File: config.mk
export PLATFORM = sky130hd
export DESIGN_NAME = ga_result_streamer
export DESIGN_NICKNAME = d
export VERILOG_FILES = /design/src/rtl/ga_result_streamer.sv
export SDC_FILE = /design/constraint.sdc
export NUM_CORES = 1
export LEC_CHECK = 0
export ABC_AREA = 1
export BUFFER_PORTS_ARGS = -buffer_cell sky130_fd_sc_hd__buf_4
export CAP_MARGIN = 20
export CORE_ASPECT_RATIO = 0.8
export CORE_MARGIN = 8
export CORE_UTILIZATION = 40
export DETAILED_ROUTE_END_ITERATION = 7
export PLACE_DENSITY = 0.64
export SETUP_SLACK_MARGIN = 0.15
export SYNTH_ARGS = -nofsm -noshare
export SYNTH_HDL_FRONTEND = slang
export SYNTH_SLANG_ARGS = --single-unit
File: constraint.sdc
create_clock -name clk -period 4.15 [get_ports clk]
set_input_delay 0.83 -clock clk [delete_from_list [all_inputs] [get_ports clk]]
set_output_delay 0.83 -clock clk [all_outputs]
set_load 0.005 [all_outputs]
File: src/rtl/ga_result_streamer.sv
// Streams a captured GA result as a framed byte sequence: header, LEN genes, fitness, XOR checksum.
// A frame is launched on each rising edge of ga_done seen while idle; edges while busy flag overrun.
module ga_result_streamer #(
  parameter int          LEN      = 12,
  parameter logic [7:0]  HDR_BYTE = 8'hA5
) (
  input  logic       clk,
  input  logic       rst,
  input  logic       ga_done,
  input  logic [7:0] ga_best_gen [LEN],
  input  logic [6:0] ga_fitness,
  output logic [7:0] out_data,
  output logic       out_valid,
  input  logic       out_ready,
  output logic       out_last,
  output logic       busy,
  output logic       overrun,
  output logic [7:0] frame_count
);

  localparam int IW = (LEN > 1) ? $clog2(LEN) : 1;
  localparam logic [IW-1:0] LAST_IDX = IW'(LEN - 1);

  typedef enum logic [2:0] {IDLE, HDR, DATA, FIT, CSUM} state_t;

  state_t        state, state_nxt;
  logic          ga_done_q;
  logic          rise;
  logic [IW-1:0] idx;
  logic [7:0]    csum;
  logic [7:0]    gene [LEN];
  logic [6:0]    fit;

  assign rise = ga_done && !ga_done_q;

  always_ff @(posedge clk) begin
    if (!rst) state <= IDLE;
    else      state <= state_nxt;
  end

  // Every non-idle state presents a valid byte, so out_ready alone is the handshake.
  always_comb begin
    state_nxt = state;
    case (state)
      IDLE:    if (rise)                           state_nxt = HDR;
      HDR:     if (out_ready)                      state_nxt = DATA;
      DATA:    if (out_ready && idx == LAST_IDX)   state_nxt = FIT;
      FIT:     if (out_ready)                      state_nxt = CSUM;
      CSUM:    if (out_ready)                      state_nxt = IDLE;
      default:                                     state_nxt = IDLE;
    endcase
  end

  always_comb begin
    out_data  = 8'h00;
    out_valid = 1'b0;
    out_last  = 1'b0;
    busy      = 1'b0;
    case (state)
      HDR:  begin out_valid = 1'b1; busy = 1'b1; out_data = HDR_BYTE;       end
      DATA: begin out_valid = 1'b1; busy = 1'b1; out_data = gene[idx];      end
      FIT:  begin out_valid = 1'b1; busy = 1'b1; out_data = {1'b0, fit};    end
      CSUM: begin out_valid = 1'b1; busy = 1'b1; out_data = csum;
                  out_last  = 1'b1;                                         end
      default: ;
    endcase
  end

  always_ff @(posedge clk) begin
    if (!rst) begin
      ga_done_q   <= 1'b0;
      idx         <= '0;
      csum        <= 8'h00;
      overrun     <= 1'b0;
      frame_count <= 8'h00;
    end else begin
      ga_done_q <= ga_done;
      if (rise && state != IDLE) overrun <= 1'b1;
      case (state)
        IDLE: if (rise) begin
          csum <= 8'h00;
          idx  <= '0;
        end
        DATA: if (out_ready) begin
          csum <= csum ^ gene[idx];
          if (idx != LAST_IDX) idx <= idx + 1'b1;
        end
        FIT:  if (out_ready) csum <= csum ^ {1'b0, fit};
        CSUM: if (out_ready) frame_count <= frame_count + 8'd1;
        default: ;
      endcase
    end
  end

  // Snapshot of the result; only loaded on a launching edge, so it needs no reset.
  always_ff @(posedge clk) begin
    if (state == IDLE && rise) begin
      gene <= ga_best_gen;
      fit  <= ga_fitness;
    end
  end

endmodule

-- Word level (Yosys, flattened, before mapping)
Cells that the tools add are included.
- add/subtract/negate cells: 2
- multiply operators: 0
- divide/modulo/power cells: 0
- magnitude comparators: 1
- equality and inequality tests: 13
- shifts and indexed selects: 0
- mux-type cells: 20
- bitwise operators: 3
- reduce and logical (&&, ||, !) cells: 14
- operators by type and width (kind ; count):
    8-bit 2-to-1 mux ; 5
    8-bit binary-select mux with 4-bit select ; 1
    8-bit case mux with 4 select lines ; 1
    8-bit case mux with 3 select lines ; 1
    3-bit 2-to-1 mux ; 5
    3-bit case mux with 5 select lines ; 1
    2-bit != test, second input constant ; 7
    4-bit 2-to-1 mux ; 3
    8-bit by 1-bit adder with 8-bit output, second input constant ; 1
    4-bit case mux with 2 select lines ; 1
    4-bit AND reduction ; 2
    8-bit by 7-bit XOR with 8-bit output ; 1
    8-bit XOR ; 1
    3-bit by 2-bit equality test with 1-bit output, second input constant ; 2
    3-bit nonzero test ; 2
    5-bit greater-or-equal comparator, second input constant ; 1
    4-bit NOT with 5-bit output ; 1
    5-bit AND reduction ; 1
    4-bit by 1-bit adder with 4-bit output, second input constant ; 1
    4-bit equality test, second input constant ; 1
    1-bit logical AND ; 4
    4-bit != test, second input constant ; 1
    4-bit OR reduction ; 1
    3-bit by 1-bit equality test with 1-bit output, second input constant ; 1
    6 further kinds ; 7
- bits in registers: 128
- latch bits: 0
- RAM bits: 0
- bits in read-only memories: 0
- input bits: 107
- output and inout port bits: 20
- word-level logic and storage cells: 72
- memories kept: 0

-- Logic depth before layout (Yosys ltp)
- depth after elaboration: 7
- depth in mapped cells: 13
- mapped depth without buffers: 12

-- Worst setup path after synthesis
OpenSTA, ideal clock, no wires.
- path kind: input to register
- start: input port ga_done
- end: register idx[3]
- setup time: 0.122 ns
- data arrival time: 3.432 ns
- required time: 4.028 ns
- path slack: 0.596 ns
- stages: 7
- buffers on the path: 0
- cells stage by stage: inv_1 > nor2_1 > nand2_1 > inv_1 > nor2_1 > inv_1 > nor3b_2
- longest elaborated chain between the ends: 3
- ends and longest elaborated chain (item ; RTL line ; source):
    start, declared ; 9 ; input logic ga_done,
    1-bit logical AND ; 34 ; assign rise = ga_done && !ga_done_q;
    2-bit != test (no source line) ; - ;
    4-bit AND reduction (no source line) ; - ;
    end signal, assigned ; 86 ; if (idx != LAST_IDX) idx <= idx + 1'b1;
    end, declared ; 29 ; logic [IW-1:0] idx;
No other way between the ends.
A chain may end at the register's enable or synchronous reset.

-- Worst setup path in the final report
- start: register idx[1]
- end: output port out_data[5]
- longest elaborated chain between the ends: 5
- ends and longest elaborated chain (item ; RTL line ; source):
    4-bit NOT with 5-bit output (not written as such) ; 61 ; DATA: begin out_valid = 1'b1; busy = 1'b1; out_data = gene[idx]; end
    8-bit binary-select mux with 4-bit select ; 61 ;
    8-bit 2-to-1 mux (not written as such) (2 in series) ; 61 ;
    8-bit case mux with 4 select lines ; 59 ; case (state)
    end, declared ; 12 ; output logic [7:0] out_data,
No other way between the ends. The select of a mux whose other input is x is not followed.

==> run metrics <==
most frequent cell after synthesis nand2_1; initial antenna violation count 0; core area roughly 0.014 sq mm; maximum fanout along the worst path 20; first-pass GRT wire length 22,790 microns; Slew @ Worst Pin about 840 ps; Vias approximately 4,500; register bit count reported by yosys around 130; Post-synth top cells 157 x nand2_1, 103 x edfxtp_1, 68 x inv_1, 66 x nand3_1, 39 x nor2_1; final RePlAce weighted congestion about 0.81; crit path cell chain buf_4 > o21ai_0 > o21ai_0 > nand2_1 > nand2_1 > nand2_1 > o2111ai_1 > buf_4; vias in the first global route 4,489; Gates resized, CTS repair 0; Leak Pwr roughly 3.2 nW; min cycle time layout roughly 3300 ps; number of routed nets with antenna violations 0; layout cell share with drive strength beyond 1 0.2514; WP data arrival 2490 ps; CP Class flop to output port; Switching Share 0.3418; RSZ-0062 raised after global routing no; crit end category output port; largest area contributor in the synthesized netlist edfxtp_1; sequential power share 0.369; WL per Instance 15.98 microns; area of the mapped netlist roughly 0.0057 sq mm; ys flop type edfxtp_1; Initial DRT Pass Iterations 4; gr usage total 0.1626; Crit path top cell by count nand2_1; hold-fix buffers at CTS 0; Pwr Density about 650 mW/mm^2; Final Hold Fails 0; Max Cap Violations 0; Detailed Place HPWL about 10,000 microns; Peak VDD IR between 300 and 400 uV; fill cell count between 1,000 and 1,500; Initial Util 0.4043; FFs w/ async S/R, synth 0; final number of setup-violating endpoints 0; H-tree Lvls 4; Post-Route WL between 10,000 and 15,000 microns; period utilisation layout 0.8005; Logic pwr share 0.307; worst-path cell with the longest stage delay dfxtp_1; Layout Nets between 800 and 900; ranking of synthesized cells by area edfxtp_1 54%, nand2_1 10%, dfxtp_1 8.8%; First DRT Iteration DRCs ~300; Clk Latency, worst-skew pair about 420 ps; number of synthesized flops with an enable pin approximately 100; Clock power frac 0.324; syn_nets roughly 700; CTS Buf Count 17; die width roughly 150 microns; critical path required time between 3000 and 4000 ps; Rows 39; Net Sw Power 1.660 mW; port bufs ~130; vias per inst between 4 and 5; Worst slew margin 0.4376; Layout Area Growth over Synthesis 30.13%; Final Max Tran Viols 0; Max Root-Sink Buffers 2; family with the most delay on the worst path flip-flops; CTS tree yes; WP buf/inv 2; IO Count about 130; HP Class flop to flop; Seq/Total Area, Yosys 0.6302; final core utilization 0.5261; final setup margin 827.8 ps; Place WS roughly 1300 ps; setup TNS 0 ps; Synth Instances 590; post-CTS setup buffer count 0; GR Overflow Total 0; fmax approximately 300 MHz; Yosys warning count 0; ant diodes 0; Root Buffer clkbuf_16; Die ar. approximately 0.018 sq mm; die height about 120 microns; Internal Power about 3.2 mW; pin count of the biggest net entering global routing 65; area share of the largest cell type after synthesis 0.5425; number of remaining DRC errors 0; Critical Path Source Type flop; Syn Area/Cell just under 10 sq um; CP max stage delay around 730 ps; clock sink count between 100 and 150; clock-pin transition on the worst setup and hold timing paths roughly 60 ps; Netlist cell types 34; Worst Clk Skew roughly 7.7 ps; status completed
## worst register-to-register path: cells and delay by family, from the launching register on
kind,cells,cell delay (ps)
compound gates,2,390
simple gates,3,370
fa+ha+maj,1,210
flops,1,730
buf+inv,3,520
## layout by cell type (no fill, tap or decap), types with 3 or more instances in the layout
cell type / instances
xor2_1: 7
o211ai_1: 6
inv_1: 67
inv_2: 7
nor2_1: 39
buf_4: 130
nand2_1: 157
o21ai_1: 3
dfxtp_1: 24
clkbuf_16: 17
clkinv_1: 3
a21oi_2: 3
edfxtp_1: 103
o21ai_0: 35
bufinv_16: 4
inv_6: 3
o2111ai_1: 3
nand3_1: 66
nor3_1: 6
nand2_2: 3
a21oi_1: 17
## layout make-up
class                   instances  area (sq um)  share of cell area
repair buffers                130         975.9              0.1315
clock inverters                13         183.9             0.02479
flip-flops and latches        128          3595              0.4845
inverters                      77         291.5             0.03929
clock buffers                  19         442.9             0.05970
well taps                     184         230.2             0.03103
multi-input cells             361          1700              0.2292
## registers in the layout, indices dropped and copies added, names as in the netlist
| register | flops |
|---|---|
| frame_count | 8 |
| ga_done_q | 1 |
| csum | 8 |
| overrun | 1 |
| fit | 7 |
| gene | 96 |
| idx | 4 |
| state | 3 |
## stage by stage
stage,total power [mW],std cells,instance area (sq um),hold slack [ps]
after detailed placement,3.310,880,6793,470.0
after global routing,5.158,912,7420,515.8
final,4.857,912,7420,491.8
after CTS,4.893,912,7420,486.5
after global placement,3.286,880,6793,470.2
after floorplan,2.847,590,5702,460.4
## path summary, 6_finish.rpt
check / startpoint / depth (start not counted) / to / slack (ps)
max: idx[1] / 8 / out_data[5] / 830
min: csum[1] / 2 / csum[1] / 490
max reg2reg: idx[1] / 9 / idx[0] / 1800
min reg2reg: csum[1] / 2 / csum[1] / 490
## logic make-up (layout without fill, tap and decap cells)
kind of cell / Yosys count / after routing / share of synthesized area
AO/OA/AOI/OAI: 70 / 70 / 0.06935
XOR/XNOR: 7 / 7 / 0.01075
adder cells (fa/ha/maj): 2 / 2 / 0.004388
buffers and inverters: 101 / 239 / 0.07154
flip-flops: 128 / 128 / 0.6302
AND/OR/NAND/NOR: 282 / 282 / 0.2137
## power by group through the flow
stage	Sequential [mW]	Clock, mW	Combinational (mW)
floorplan	1.79	0	1.05
global placement	1.81	0	1.48
detailed placement	1.81	0	1.50
CTS	1.79	1.60	1.50
global route	1.82	1.65	1.69
finish	1.79	1.57	1.49
## routing by layer
| layer | routed length [microns] | vias up | GRT usage |
|---|---|---|---|
| li1 | - | 2217 | - |
| met1 | 6943 | 2074 | 0.2193 |
| met2 | 6156 | 186 | 0.2323 |
| met3 | 1230 | 19 | 0.06227 |
| met4 | 246 | 0 | 0.06167 |
| met5 | 0 | - | 0 |
Note: power is estimated with default switching activity, not from simulation.
